**src/rtl/sync_fifo_ctrl.sv**
```systemverilog
// rtl/sync_fifo_ctrl.sv - synchronous FIFO controller driving an external fall-through fifomem
module sync_fifo_ctrl #(
    parameter int ADDRSIZE = 4,
    parameter int AF_LEVEL = 12,
    parameter int AE_LEVEL = 2
) (
    input  logic                clk,
    input  logic                reset,
    input  logic                wr_valid,
    output logic                wr_ready,
    output logic                rd_valid,
    input  logic                rd_ready,
    input  logic                flush,
    input  logic                clear_err,
    output logic                mem_wclken,
    output logic [ADDRSIZE-1:0] mem_waddr,
    output logic                mem_wfull,
    output logic                mem_rclken,
    output logic [ADDRSIZE-1:0] mem_raddr,
    output logic [ADDRSIZE:0]   count,
    output logic                almost_full,
    output logic                almost_empty,
    output logic                overflow,
    output logic [ADDRSIZE:0]   high_water
);

    localparam int PW = ADDRSIZE + 1;
    localparam logic [ADDRSIZE:0] PTR_ONE = PW'(1);
    localparam logic [ADDRSIZE:0] AF_TH   = PW'(AF_LEVEL);
    localparam logic [ADDRSIZE:0] AE_TH   = PW'(AE_LEVEL);

    // Pointers carry one extra wrap bit so full and empty are distinguishable.
    logic [ADDRSIZE:0] wptr_q, wptr_d;
    logic [ADDRSIZE:0] rptr_q, rptr_d;
    logic [ADDRSIZE:0] high_water_q, high_water_d;
    logic              overflow_q, overflow_d;

    logic              full;
    logic              empty;
    logic              push;
    logic              pop;
    logic [ADDRSIZE:0] count_next;
    logic [ADDRSIZE:0] hw_base;

    // Status decode and handshakes: from registered pointers and flush only.
    always_comb begin
        empty    = (wptr_q == rptr_q);
        full     = (wptr_q[ADDRSIZE] != rptr_q[ADDRSIZE]) &&
                   (wptr_q[ADDRSIZE-1:0] == rptr_q[ADDRSIZE-1:0]);
        wr_ready = !full && !flush;
        rd_valid = !empty && !flush;
        push     = wr_valid && wr_ready;
        pop      = rd_valid && rd_ready;
    end

    assign mem_wclken   = push;
    assign mem_rclken   = pop;
    assign mem_wfull    = full;
    assign mem_waddr    = wptr_q[ADDRSIZE-1:0];
    assign mem_raddr    = rptr_q[ADDRSIZE-1:0];
    assign count        = wptr_q - rptr_q;
    assign almost_full  = (count >= AF_TH);
    assign almost_empty = (count <= AE_TH);
    assign overflow     = overflow_q;
    assign high_water   = high_water_q;

    // Next-state: pointer advance, flush restart, sticky overflow, watermark.
    always_comb begin
        wptr_d     = wptr_q;
        rptr_d     = rptr_q;
        overflow_d = overflow_q;

        if (flush) begin
            wptr_d = '0;
            rptr_d = '0;
        end else begin
            if (push) wptr_d = wptr_q + PTR_ONE;
            if (pop)  rptr_d = rptr_q + PTR_ONE;
        end

        // A clear in the same cycle as an overflowing write leaves the flag low.
        if (clear_err)
            overflow_d = 1'b0;
        else if (wr_valid && full)
            overflow_d = 1'b1;

        count_next   = wptr_d - rptr_d;
        hw_base      = clear_err ? count : high_water_q;
        high_water_d = (count_next > hw_base) ? count_next : hw_base;
    end

    // State register with synchronous reset taking priority over everything.
    always_ff @(posedge clk) begin
        if (reset) begin
            wptr_q       <= '0;
            rptr_q       <= '0;
            overflow_q   <= 1'b0;
            high_water_q <= '0;
        end else begin
            wptr_q       <= wptr_d;
            rptr_q       <= rptr_d;
            overflow_q   <= overflow_d;
            high_water_q <= high_water_d;
        end
    end

endmodule

```
**config.mk**
```make
export PLATFORM = sky130hd
export DESIGN_NAME = sync_fifo_ctrl
export DESIGN_NICKNAME = d
export VERILOG_FILES = /design/src/rtl/sync_fifo_ctrl.sv
export SDC_FILE = /design/constraint.sdc
export NUM_CORES = 1
export LEC_CHECK = 0
export BUFFER_PORTS_ARGS = -buffer_cell sky130_fd_sc_hd__buf_2
export CORE_MARGIN = 4
export CORE_UTILIZATION = 55
export CTS_BUF_LIST = sky130_fd_sc_hd__clkbuf_16
export DETAILED_ROUTE_END_ITERATION = 12
export PLACE_DENSITY = 0.92
export SETUP_SLACK_MARGIN = 0.2
export SYNTH_ARGS = -nofsm -noshare
export SYNTH_HDL_FRONTEND = slang
export SYNTH_SLANG_ARGS = --single-unit
```
**constraint.sdc**
```tcl
create_clock -name clk -period 6.8 [get_ports clk]
set_clock_uncertainty 0.1 [all_clocks]
set_input_delay 0.34 -clock clk [delete_from_list [all_inputs] [get_ports clk]]
set_output_delay 0.34 -clock clk [all_outputs]
set_load 0.1 [all_outputs]
```
==> results by stage, run 1 <==
Worst setup path:
- The library cell appearing most often on the critical path is sky130_fd_sc_hd__ha_1.
- The number of buffers and inverters on the critical path is 1.
- The arrival time reported for the critical path endpoint is 5.00 ns.
- The worst register-to-register path ends at high_water[3].
- The longest individual stage delay on the worst path is 0.64 ns.
- The type of origin of the critical path is a register.
- The worst path required time is 6.85 ns.
- In this design, the largest share of critical-path delay is due to simple AND/OR/NAND/NOR gates.
- The capturing element type of the critical path is a register.
- Traced cell by cell, the critical path runs through inv_1 -> ha_1 -> nand4_4 -> o21a_1 -> nor2_1 -> a21oi_1 -> or2_2 -> ha_1 -> nor2b_1 -> o21ai_0 -> nor3b_1 -> nor2_1 -> ha_1 -> nand3_1 -> o22ai_1 -> a21oi_1 -> or4b_2 -> o31ai_1.
- The logic depth of the worst register-to-register path is 18.
- The highest fanout seen on the critical path is 11.
- The start point of the critical path is rptr_q[2].
- The reg-to-reg startpoint is rptr_q[2].
- The standard cell with the maximum stage delay on the critical path is sky130_fd_sc_hd__or4b_2.
- The setup slack of the worst register-to-register path is 1.85 ns.
- The start-to-end type of the worst setup path is register to register.

Clock network:
- The latest clock arrival within the worst-skew pair is 0.25 ns.
- No sink is reached through more buffers than the 2 on the longest clock path.
- In this run the number of H-tree levels came out at 1.
- Clock tree synthesis inserted a total of 3 buffers.
- The post-CTS setup buffer count is 0.
- The cts-stage hold buffer count is 0.
- Clock tree synthesis found a total of 16 sinks.
- After clock tree synthesis, the clock-pin slew on the worst setup and hold paths is 0.05 ns.
- The TritonCTS clock tree is yes.
- The tree is rooted in a sky130_fd_sc_hd__clkbuf_16.
- Once the clock tree was built, the resizer swapped 0 gates to a different size.

Hold path:
- The count of cells along the worst hold path is 2.
- The startpoint of the tightest hold check path is reset.
- The path with the worst hold slack has its endpoint at high_water[2].
- The min-delay analysis places its worst path in the category input pin to register.

Power:
- Across the VDD grid, the largest voltage drop is 0.000270 V.
- In this run the static leakage power is 0.732 nW.
- For this design the ratio of total power to cell area is 253 nW/um^2.

Global route:
- After global routing the overflow that remains totals 0.
- The number of antenna violations at the first check in global routing came to 0.
- The number of global-route vias before repair is 1,330.
- The total global routing track utilization is 23.6%.
- The first global-routing pass estimated 6.07 mm of wire.
- Entering global routing, the biggest net connects 17 pins.

Timing:
- For the pin with the worst max-slew slack, the measured transition is 0.747 ns.
- Hold timing on the final database bottoms out at a slack of 0.300 ns.
- The share of the cycle needed by the critical path after routing is 72.8%.
- The final-report hold violation count is 0.
- The final worst-path setup slack is 1.85 ns.
- Setup violations remaining at the end of the flow were counted as 0.
- Timing would allow up to 0.202 GHz.
- The worst max-slew margin expressed relative to the limit is 50.2%.
- The number of pins exceeding their max-slew limit in the final report is 0.
- Setup repair after global routing left no endpoint under its margin.
- The shortest clock period the worst path allows after layout is 4.95 ns.

Final layout:
- Of the cells placed in the final design, the portion with a size suffix greater than 1 is 28.7%.
- The library cells used most frequently in the layout, excluding fill and tap cells, are 31 x sky130_fd_sc_hd__buf_2, 24 x sky130_fd_sc_hd__nor2_1, 15 x sky130_fd_sc_hd__ha_1, 14 x sky130_fd_sc_hd__dfxtp_1, 11 x sky130_fd_sc_hd__inv_1.
- The diode insertion count for antenna repair is 0.
- The library cell used most frequently in the layout, excluding fill and tap cells, is sky130_fd_sc_hd__buf_2.
- Relative to the synthesized area, the layout overhead comes to 16.5%.
- The count of nets after finishing is 212.
- In the final layout, flip-flops and latches occupy 323 sq um.
- The fraction of the core area covered by cells at the end of the flow is 69.8%.
- The total of fill cells in the finished design is 158.
- The area used by multi-input combinational logic is 970 sq um.

Floorplanning:
- The initial core utilization is 59.9%.
- The placeable core region is 2300 sq um.
- The initialized floorplan defines 17 standard-cell rows.
- Measured along the x axis, the die boundary spans 58.0 microns.
- The die covers 3370 sq um.
- The die outline height is 58.0 microns.
- For this design the top-level I/O count stands at 32.

Placement:
- The congestion estimate from routability-driven global placement came to 0.944.
- The half-perimeter wire length after placement is 2.64 mm.
- The worst slack at placement is 2.01 ns.
- The count of buffers added on input and output ports is 31.

Routing:
- The final layout contains routed wiring with a total length of 3.51 mm.
- The average routed wire per standard cell is 16.3 microns.
- The number of DRC markers in iteration 0 is 81.
- After detailed routing, the number of vias per cell comes to 5.90.
- The count of antenna-violating nets left after detailed routing is 0.
- The remaining routing DRC violations is 0.
- Across all layers, the routed design uses 1,274 vias.
- The first TritonRoute pass finished after 4 iterations.

Synthesis:
- The netlist uses 46 different library cells.
- The number of cells produced by synthesis is 166.
- The average cell area after synthesis is 8.29 sq um.
- The cell area that synthesis handed to floorplanning was 1380 sq um.
- The number of warnings issued by yosys is 0.
- The main flop type after synthesis is sky130_fd_sc_hd__dfxtp_1.
- The synthesized design contains 16 register bits.
- Yosys mapped a number of flops with a built-in enable equal to 0.
- Sequential elements use 23.3% of the synthesized area.
- Synthesis produced a netlist with a net count of 189.
- Counting flops with an async set or reset pin after synthesis yields a share of 0%.

Run status:
- The flow ran to the end, and the final reports show no timing, DRC or antenna violations.

Run:
- The max-capacitance violation count is 0.
-- state kept, by name (all words and copies together) (netlist names) --
| name | cells |
|---|---|
| wptr_q | 5 |
| rptr_q | 5 |
| overflow | 1 |
| high_water | 5 |
-- worst max path at each step --
stage | cells past startpoint | slack (ns) | end
finish | 18 | 1.85 | high_water[3]
global route | 18 | 1.35 | high_water[3]
CTS | 18 | 1.95 | high_water[3]
detailed placement | 18 | 2.01 | high_water[3]
global placement | 18 | 2.21 | high_water[3]
floorplan | 8 | -0.03 | almost_empty
-- per-stage QoR --
stage	instance area (sq um)	total power, W	setup TNS [ns]	cells
final	1600	0.000406	0	216
after global routing	1600	0.000423	0	216
after CTS	1600	0.000406	0	216
after detailed placement	1520	0.000283	0	212
after global placement	1520	0.000279	0	212
after floorplan	1410	0.000259	-0.0347	166
-- cell type report --
cell class                      count  share of cell area, %
Clock buffer                        3                   4.68
Sequential cell                    16                   20.1
Clock inverter                      1                  0.234
Multi-Input combinational cell    126                   60.5
Inverter                           11                   2.58
Tap cell                           28                   2.19
Timing Repair Buffer               31                   9.68
-- power by group --
| group | internal, W | switching [W] | total (W) |
|---|---|---|---|
| Clock | 0.0000782 | 0.0000403 | 0.000119 |
| Sequential | 0.000103 | 0.00000553 | 0.000109 |
| Combinational | 0.0000398 | 0.000138 | 0.000178 |
| Total | 0.000222 | 0.000184 | 0.000406 |
-- Yosys cell counts, types with 3 or more instances --
master                     instances  area, sq um
sky130_fd_sc_hd__nand4_1           3         18.8
sky130_fd_sc_hd__clkbuf_1          3         11.3
sky130_fd_sc_hd__inv_1            11         41.3
sky130_fd_sc_hd__or2_2             5         31.3
sky130_fd_sc_hd__buf_4             8         60.1
sky130_fd_sc_hd__nor2_1           24         90.1
sky130_fd_sc_hd__mux2i_1           3         30.0
sky130_fd_sc_hd__xnor2_1          11         96.3
sky130_fd_sc_hd__ha_1             15          188
sky130_fd_sc_hd__a21oi_1           9         45.0
sky130_fd_sc_hd__o21ai_0           5         25.0
sky130_fd_sc_hd__a211oi_1          4         30.0
sky130_fd_sc_hd__nand2_1           4         15.0
sky130_fd_sc_hd__nor2b_1           8         50.1
sky130_fd_sc_hd__dfxtp_1          16          320
-- cell families (layout without fill, tap and decap cells) --
kind of cell / after synthesis / count (layout) / synth area share [%]
muxes: 4 / 4 / 3.00
xor gates and xnor gates: 14 / 14 / 9.45
buffers and inverters: 24 / 46 / 8.82
DFF: 16 / 16 / 23.3
and+or+nand+nor: 59 / 59 / 23.5
AOI/OAI and AO/OA: 32 / 32 / 15.5
adders and majority gates: 17 / 17 / 16.5
-- per-layer routing --
metal  vias to the layer above  wire [microns]  track usage, %
li1                        611               -               -
met2                        62            1560            36.5
met5                         -               0               0
met4                         0             125            15.2
met1                       590            1540            30.4
met3                        11             280            3.79
(Power assumes the default switching activity.)
==> run 2: changes to the inputs <==
--- a/config.mk
+++ b/config.mk
@@ -7,10 +7,10 @@
 export LEC_CHECK = 0
 export BUFFER_PORTS_ARGS = -buffer_cell sky130_fd_sc_hd__buf_2
 export CORE_MARGIN = 4
-export CORE_UTILIZATION = 55
+export CORE_UTILIZATION = 53
 export CTS_BUF_LIST = sky130_fd_sc_hd__clkbuf_16
 export DETAILED_ROUTE_END_ITERATION = 12
-export PLACE_DENSITY = 0.92
+export PLACE_DENSITY = 0.9
 export SETUP_SLACK_MARGIN = 0.2
 export SYNTH_ARGS = -nofsm -noshare
 export SYNTH_HDL_FRONTEND = slang
==> constraint.sdc (replaced) <==
create_clock -name clk -period 4.8 [get_ports clk]
set_clock_uncertainty 0.1 [all_clocks]
set_input_delay 0.24 -clock clk [delete_from_list [all_inputs] [get_ports clk]]
set_output_delay 0.24 -clock clk [all_outputs]
set_load 0.1 [all_outputs]
==> results by stage, run 2 (synthesized netlist as in run 1, its figures left out) <==
Run status:
- The run finished with clean final reports.

Final layout:
- The net count of the finished layout is 216.
- The repair_antennas step left the layout with diodes totalling 0.
- The synthesis-to-finish area growth is 20.0%.
- The finished layout cell area is 1650 sq um.
- The fraction of final layout cells with drive strength greater than 1 is 32.8%.
- In the layout the commonest cells are 31 x sky130_fd_sc_hd__buf_2, 24 x sky130_fd_sc_hd__nor2_1, 14 x sky130_fd_sc_hd__ha_1, 14 x sky130_fd_sc_hd__dfxtp_1, 11 x sky130_fd_sc_hd__inv_1.
- The most common cell after layout, fill and taps aside is sky130_fd_sc_hd__buf_2.

Routing:
- For this run, the detailed router's first-pass iteration total came to 4.
- In the routed design, unresolved DRC markers number 0.
- After detailed routing, the total wire length is 3.39 mm.
- The number of DRC markers in iteration 0 is 52.
- The via total after detailed routing is 1,252.
- The number of vias per cell is 5.64.
- The average routed wire per standard cell is 15.3 microns.
- The count of antenna-violating nets left after detailed routing is 0.

Clock network:
- CTS built an H-tree with a depth of 1.
- The number of buffers on the longest clock path is 2.
- The clock reaches the later pin of the worst-skew pair after 0.25 ns.
- The root buffer selected by CTS is sky130_fd_sc_hd__clkbuf_16.
- Clock-pin slew was measured on the worst setup and hold paths at 0.05 ns.
- Buffers inserted during clock tree synthesis total 3.
- The TritonCTS clock tree is yes.
- The number of clock sinks seen by CTS is 16.

Floorplanning:
- The die outline height is 59.0 microns.
- The placement row count is 18.
- Once the floorplan was initialized, standard cells occupied 55.6% of the core.
- The number of top-level pins is 32.
- After floorplanning, the core was sized to cover 2480 sq um.
- The floorplan step defined a die boundary enclosing 3480 sq um.
- The x dimension of the die is 59.0 microns.

Worst setup path:
- STA classifies the critical path startpoint as a register.
- The worst setup path is captured at a register.
- At the worst endpoint, the required time is 4.87 ns.
- The highest fanout seen on the critical path is 7.
- The start-to-end type of the worst setup path is register to register.
- For the worst setup path, the data arrival time is 4.48 ns.

Timing:
- The worst pin sits at a relative slew slack of 53.5%.
- The routed design could run at a clock period as short as 4.41 ns.
- After routing, the total negative slack on setup checks comes to 0 ns.
- At the pin with the least slew margin, the transition time is 0.693 ns.
- The number of pins exceeding their max-slew limit in the final report is 0.
- After layout, the worst path uses 91.8% of the clock period.
- The upper clock frequency limit is 0.227 GHz.
- Setup violations remaining at the end of the flow were counted as 0.
- The final-report hold violation count is 0.
- Setup repair after global routing left no endpoint under its margin.

Power:
- The maximum ir drop on the vdd rail is 0.000349 V.
- The switching fraction of total power is 43.3%.
- The clock network fraction of design power is 27.3%.
- Combinational logic burns 47.8% of the power.
- The switching power is 0.000264 W.
- For this design the ratio of total power to cell area is 369 nW/um^2.
- Sequential cells account for 25.0% of the total power.
- The overall power of the completed layout is 0.000610 W.
- The leakage power is 0.754 nW.
- The internal power of the cells is 0.000346 W.

Global route:
- Global routing used 21.3% of the available tracks.
- The number of global-route vias before repair came to 1,214.
- The number of antenna violations at the first check in global routing was 0.
- For this run the aggregate overflow at the end of global routing stands at 0.
- Entering global routing, the biggest net connects 17 pins.
- The first global-routing pass estimated 5.66 mm of wire.

Hold path:
- The worst hold path class is input pin to register.

Placement:
- Port buffering added 31 buffers.
- Summed over all nets, the half-perimeter wirelength after detailed placement is 2.45 mm.
- The congestion estimate from routability-driven global placement came to 0.856.
- After detailed placement, the total cell area comes to 1530 sq um.

Run:
- The max-capacitance violation count is 0.
==> run 2: changes by cell type in the layout (fill, tap and decap cells not counted), sizes merged <==
cell	previous run	this run
buf	31	35
==> run 2: per-stage QoR <==
step                cells  setup WS [ns]  util [%]  hold slack (ns)
CTS                   219          0.309      65.3            0.202
floorplan             166          -1.93         -            0.329
global placement      215          0.321      61.9            0.408
detailed placement    215          0.284      61.9            0.430
global route          222          0.110      66.7            0.230
finish                222          0.394      66.7            0.201
==> run 2: final cells by class <==
class,count,area [sq um]
Clock buffer,3,75.1
Clock inverter,1,3.75
Multi-Input combinational cell,126,986
Tap cell,30,37.5
Sequential cell,16,323
Fill cell,196,826
Inverter,11,41.3
Timing Repair Buffer,35,185
==> run 2: worst max-delay path, cell delays in order, from the launching register on <==
cell and delay (ns):
sky130_fd_sc_hd__dfxtp_1 0.41, sky130_fd_sc_hd__inv_1 0.11, sky130_fd_sc_hd__ha_2 0.41, sky130_fd_sc_hd__nand4_4 0.15
sky130_fd_sc_hd__o21a_2 0.29, sky130_fd_sc_hd__nor2_1 0.09, sky130_fd_sc_hd__a21oi_1 0.07, sky130_fd_sc_hd__or2_2 0.30
sky130_fd_sc_hd__ha_1 0.29, sky130_fd_sc_hd__nor2b_1 0.12, sky130_fd_sc_hd__o21ai_1 0.17, sky130_fd_sc_hd__nor3b_2 0.21
sky130_fd_sc_hd__nor2_1 0.07, sky130_fd_sc_hd__ha_1 0.36, sky130_fd_sc_hd__a211oi_1 0.40, sky130_fd_sc_hd__a21oi_2 0.16
sky130_fd_sc_hd__buf_4 0.18, sky130_fd_sc_hd__a41o_1 0.26, sky130_fd_sc_hd__a211oi_2 0.18
==> run 2: repair_timing <==
item	4_1_cts	5_1_grt
hold buffers	0	0
setup buffers	0	3
gates resized for setup	1	5
setup endpoints to repair	1	3
==> run 2: worst paths after layout <==
path              slack, ns  cells after the start  startpoint            end
setup reg to reg       0.39                     18   rptr_q[2]  high_water[4]
setup / recovery       0.39                     18   rptr_q[2]  high_water[4]
hold reg to reg        0.43                      2    overflow       overflow
hold / removal         0.20                      2       reset      wptr_q[1]
==> run 2: power groups by stage <==
stage	logic [W]	registers [W]	clock network, W
after floorplan	0.000120	0.000247	0
after global placement	0.000250	0.000154	0
after detailed placement	0.000252	0.000155	0
after CTS	0.000258	0.000153	0.000167
after global routing	0.000307	0.000154	0.000173
final	0.000291	0.000152	0.000166
==> run 2: layer usage <==
metal / up-vias / GRT usage [%] / wire length, microns
li1: 616 / - / -
met3: 8 / 3.73 / 202
met1: 590 / 28.5 / 1560
met5: - / 0 / 0
met4: 0 / 8.41 / 56
met2: 38 / 33.9 / 1570
==> run 3: changes to the inputs <==
--- a/config.mk
+++ b/config.mk
@@ -5,12 +5,12 @@
 export SDC_FILE = /design/constraint.sdc
 export NUM_CORES = 1
 export LEC_CHECK = 0
-export BUFFER_PORTS_ARGS = -buffer_cell sky130_fd_sc_hd__buf_2
+export BUFFER_PORTS_ARGS = -buffer_cell sky130_fd_sc_hd__buf_4
 export CORE_MARGIN = 4
-export CORE_UTILIZATION = 53
+export CORE_UTILIZATION = 48
 export CTS_BUF_LIST = sky130_fd_sc_hd__clkbuf_16
 export DETAILED_ROUTE_END_ITERATION = 12
-export PLACE_DENSITY = 0.9
+export PLACE_DENSITY = 0.86
 export SETUP_SLACK_MARGIN = 0.2
 export SYNTH_ARGS = -nofsm -noshare
 export SYNTH_HDL_FRONTEND = slang
==> constraint.sdc (replaced) <==
create_clock -name clk -period 3.7 [get_ports clk]
set_clock_uncertainty 0.1 [all_clocks]
set_input_delay 0.185 -clock clk [delete_from_list [all_inputs] [get_ports clk]]
set_output_delay 0.185 -clock clk [all_outputs]
set_load 0.1 [all_outputs]
==> results by stage, run 3 (synthesized netlist as in run 1, its figures left out) <==
Global route:
- The remaining global-route overflow is 0.
- In the global route stage, overall resource usage came out at 32.0%.
- The number of global-route vias before repair was 1,606.
- The wire length of the first global-routing pass is 8.38 mm.
- The pin count of the biggest net entering global routing is 17.
- The number of antenna violations at the first check in global routing is 0.

Worst setup path:
- At the worst endpoint, the required time is 3.78 ns.
- Data on the critical path arrives at its endpoint at 4.03 ns.
- The worst register-to-register path has a depth of 18.
- The type of origin of the critical path is a register.
- Of all nets on the critical path, the largest fanout is 6.
- The setup slack of the worst register-to-register path is -0.25 ns.
- The start-to-end type of the worst setup path is register to register.
- The worst setup path is captured at a register.

Clock network:
- The total clock buffers created by CTS is 3.
- The number of clock sinks seen by CTS is 16.
- Hold repair after CTS inserted 0 buffers.
- The latest clock arrival within the worst-skew pair is 0.26 ns.
- The number of buffers on the longest clock path is 2.
- After clock tree synthesis, the clock-pin slew on the worst setup and hold paths is 0.05 ns.
- The deepest level of the CTS H-tree is 1.
- The TritonCTS clock tree is yes.
- Clock tree synthesis selected as its root buffer the cell sky130_fd_sc_hd__clkbuf_16.

Timing:
- The number of pins exceeding their max-slew limit in the final report is 0.
- The final-report setup violation count is 5.
- In the final timing run, aggregate negative setup slack is -0.927 ns.
- Static timing analysis puts the maximum clock frequency at 0.253 GHz.
- The final worst-path setup slack is -0.253 ns.
- Setup repair after global routing could not meet its margin everywhere.
- The final critical path takes up 107% of the cycle.
- The pin slew with the least headroom to its limit is 0.448 ns.
- The shortest clock period the worst path allows after layout is 3.95 ns.
- In this run the tightest slew margin relative to its limit is 69.3%.
- The final-report hold violation count is 0.

Final layout:
- The most common cell after layout, fill and taps aside is sky130_fd_sc_hd__buf_4.
- Leaving out fill and tap cells, the most frequent cells in the layout are 73 x sky130_fd_sc_hd__buf_4, 20 x sky130_fd_sc_hd__nor2_1, 10 x sky130_fd_sc_hd__dfxtp_1, 8 x sky130_fd_sc_hd__ha_4, 7 x sky130_fd_sc_hd__inv_1.
- The post-route netlist has 62.3% of its cells at a drive strength greater than 1.
- The layout has 136 filler cells.
- The synthesis-to-finish area growth is 73.5%.
- The count of nets after finishing is 260.
- The diode insertion count for antenna repair is 0.

Floorplanning:
- The initial core utilization is 49.9%.
- The core region is 2760 sq um.
- The x dimension of the die is 61.5 microns.
- The die covers 3790 sq um.
- The placement row count is 19.
- The die outline height is 61.5 microns.
- In this run the count of I/O pins placed on the die edge is 32.

Run:
- Across the run, the number of max-cap violations was 0.

Power:
- The leakage power is 1.08 nW.
- The power per unit of standard cell area is 406 nW/um^2.
- The maximum ir drop on the vdd rail is 0.000647 V.

Run status:
- The final reports fail on negative setup slack.
- The run finished, with violations left.

Placement:
- The half-perimeter wire length after placement is 2.94 mm.
- The weighted congestion reported at the end of routability-driven placement is 0.855.
- The number of buffers added on ports is 31.
- The worst slack at placement is -0.455 ns.

Routing:
- After the first detailed-routing iteration, the DRC count stood at 196.
- In the routed design, unresolved DRC markers number 0.
- The final routed wirelength across all metal layers is 6.44 mm.
- In this run the remaining antenna-violating nets after routing total 0.
- After detailed routing, the average wire length per cell comes to 24.1 microns.
- The number of vias per cell is 6.44.
- The via total after detailed routing is 1,720.
- The first detailed-routing pass took 5 iterations.

Hold path:
- The count of cells along the worst hold path is 2.
- The worst hold path class is input pin to register.
[run 3: where the power goes]
group / switching [W] / internal, W / leakage, nW
Combinational: 0.000330 / 0.000210 / 0.911
Sequential: 0.0000105 / 0.000190 / 0.133
Clock: 0.0000839 / 0.000144 / 0.0385
Total: 0.000424 / 0.000544 / 1.08
[run 3: metrics by stage]
| stage | cells | util [%] | hold WS [ns] | cell area [sq um] | power (W) |
|---|---|---|---|---|---|
| detailed placement | 244 | 66.1 | 0.346 | 1820 | 0.000559 |
| finish | 267 | 86.6 | 0.102 | 2390 | 0.000969 |
| CTS | 260 | 79.9 | 0.0771 | 2200 | 0.000839 |
| global route | 267 | 86.6 | 0.106 | 2390 | 0.000989 |
| floorplan | 166 | - | 0.274 | 1410 | 0.000476 |
| global placement | 244 | 66.1 | 0.341 | 1820 | 0.000548 |
[run 3: what timing repair did]
item,in CTS,in global routing
resized for setup,46,26
setup buffers,11,7
pin swaps,22,16
cloned,1,0
endpoints found under the setup margin,5,5
[run 3: layout make-up]
type / count / area, sq um / share of cell area [%]
Multi-Input combinational cell: 126 / 1280 / 53.8
Timing Repair Buffer: 79 / 616 / 25.8
Sequential cell: 16 / 328 / 13.7
Clock buffer: 3 / 75.1 / 3.14
Inverter: 11 / 41.3 / 1.73
Tap cell: 31 / 38.8 / 1.62
Clock inverter: 1 / 3.75 / 0.157
[run 3: worst max-delay path, cell delays in order, from the launching register on]
cell	delay, ns
sky130_fd_sc_hd__dfxtp_2	0.33
sky130_fd_sc_hd__inv_2	0.06
sky130_fd_sc_hd__ha_4	0.28
sky130_fd_sc_hd__nand4_4	0.13
sky130_fd_sc_hd__o21a_4	0.29
sky130_fd_sc_hd__nor2_4	0.12
sky130_fd_sc_hd__a21oi_4	0.06
sky130_fd_sc_hd__or2_4	0.25
sky130_fd_sc_hd__ha_4	0.26
sky130_fd_sc_hd__nor2b_4	0.14
sky130_fd_sc_hd__o21ai_2	0.07
sky130_fd_sc_hd__buf_4	0.14
sky130_fd_sc_hd__a21boi_4	0.16
sky130_fd_sc_hd__nor2_1	0.06
sky130_fd_sc_hd__ha_1	0.39
sky130_fd_sc_hd__o211ai_1	0.17
sky130_fd_sc_hd__a21oi_2	0.25
sky130_fd_sc_hd__or4b_4	0.52
sky130_fd_sc_hd__o31ai_4	0.07
[run 3: path summary, 6_finish.rpt]
path	end	startpoint
max	high_water[3]	rptr_q[2]
min	overflow	clear_err
min reg2reg	overflow	overflow
max reg2reg	high_water[3]	rptr_q[2]
[run 3: per-layer routing]
layer | wire (microns) | share of wire (%) | GRT usage, % | up-vias
met5 | 0 | 0 | 0 | -
li1 | - | - | - | 711
met4 | 484 | 7.5 | 22.7 | 0
met3 | 555 | 8.6 | 5.45 | 43
met1 | 2340 | 36 | 37.2 | 821
met2 | 3060 | 48 | 52.8 | 145
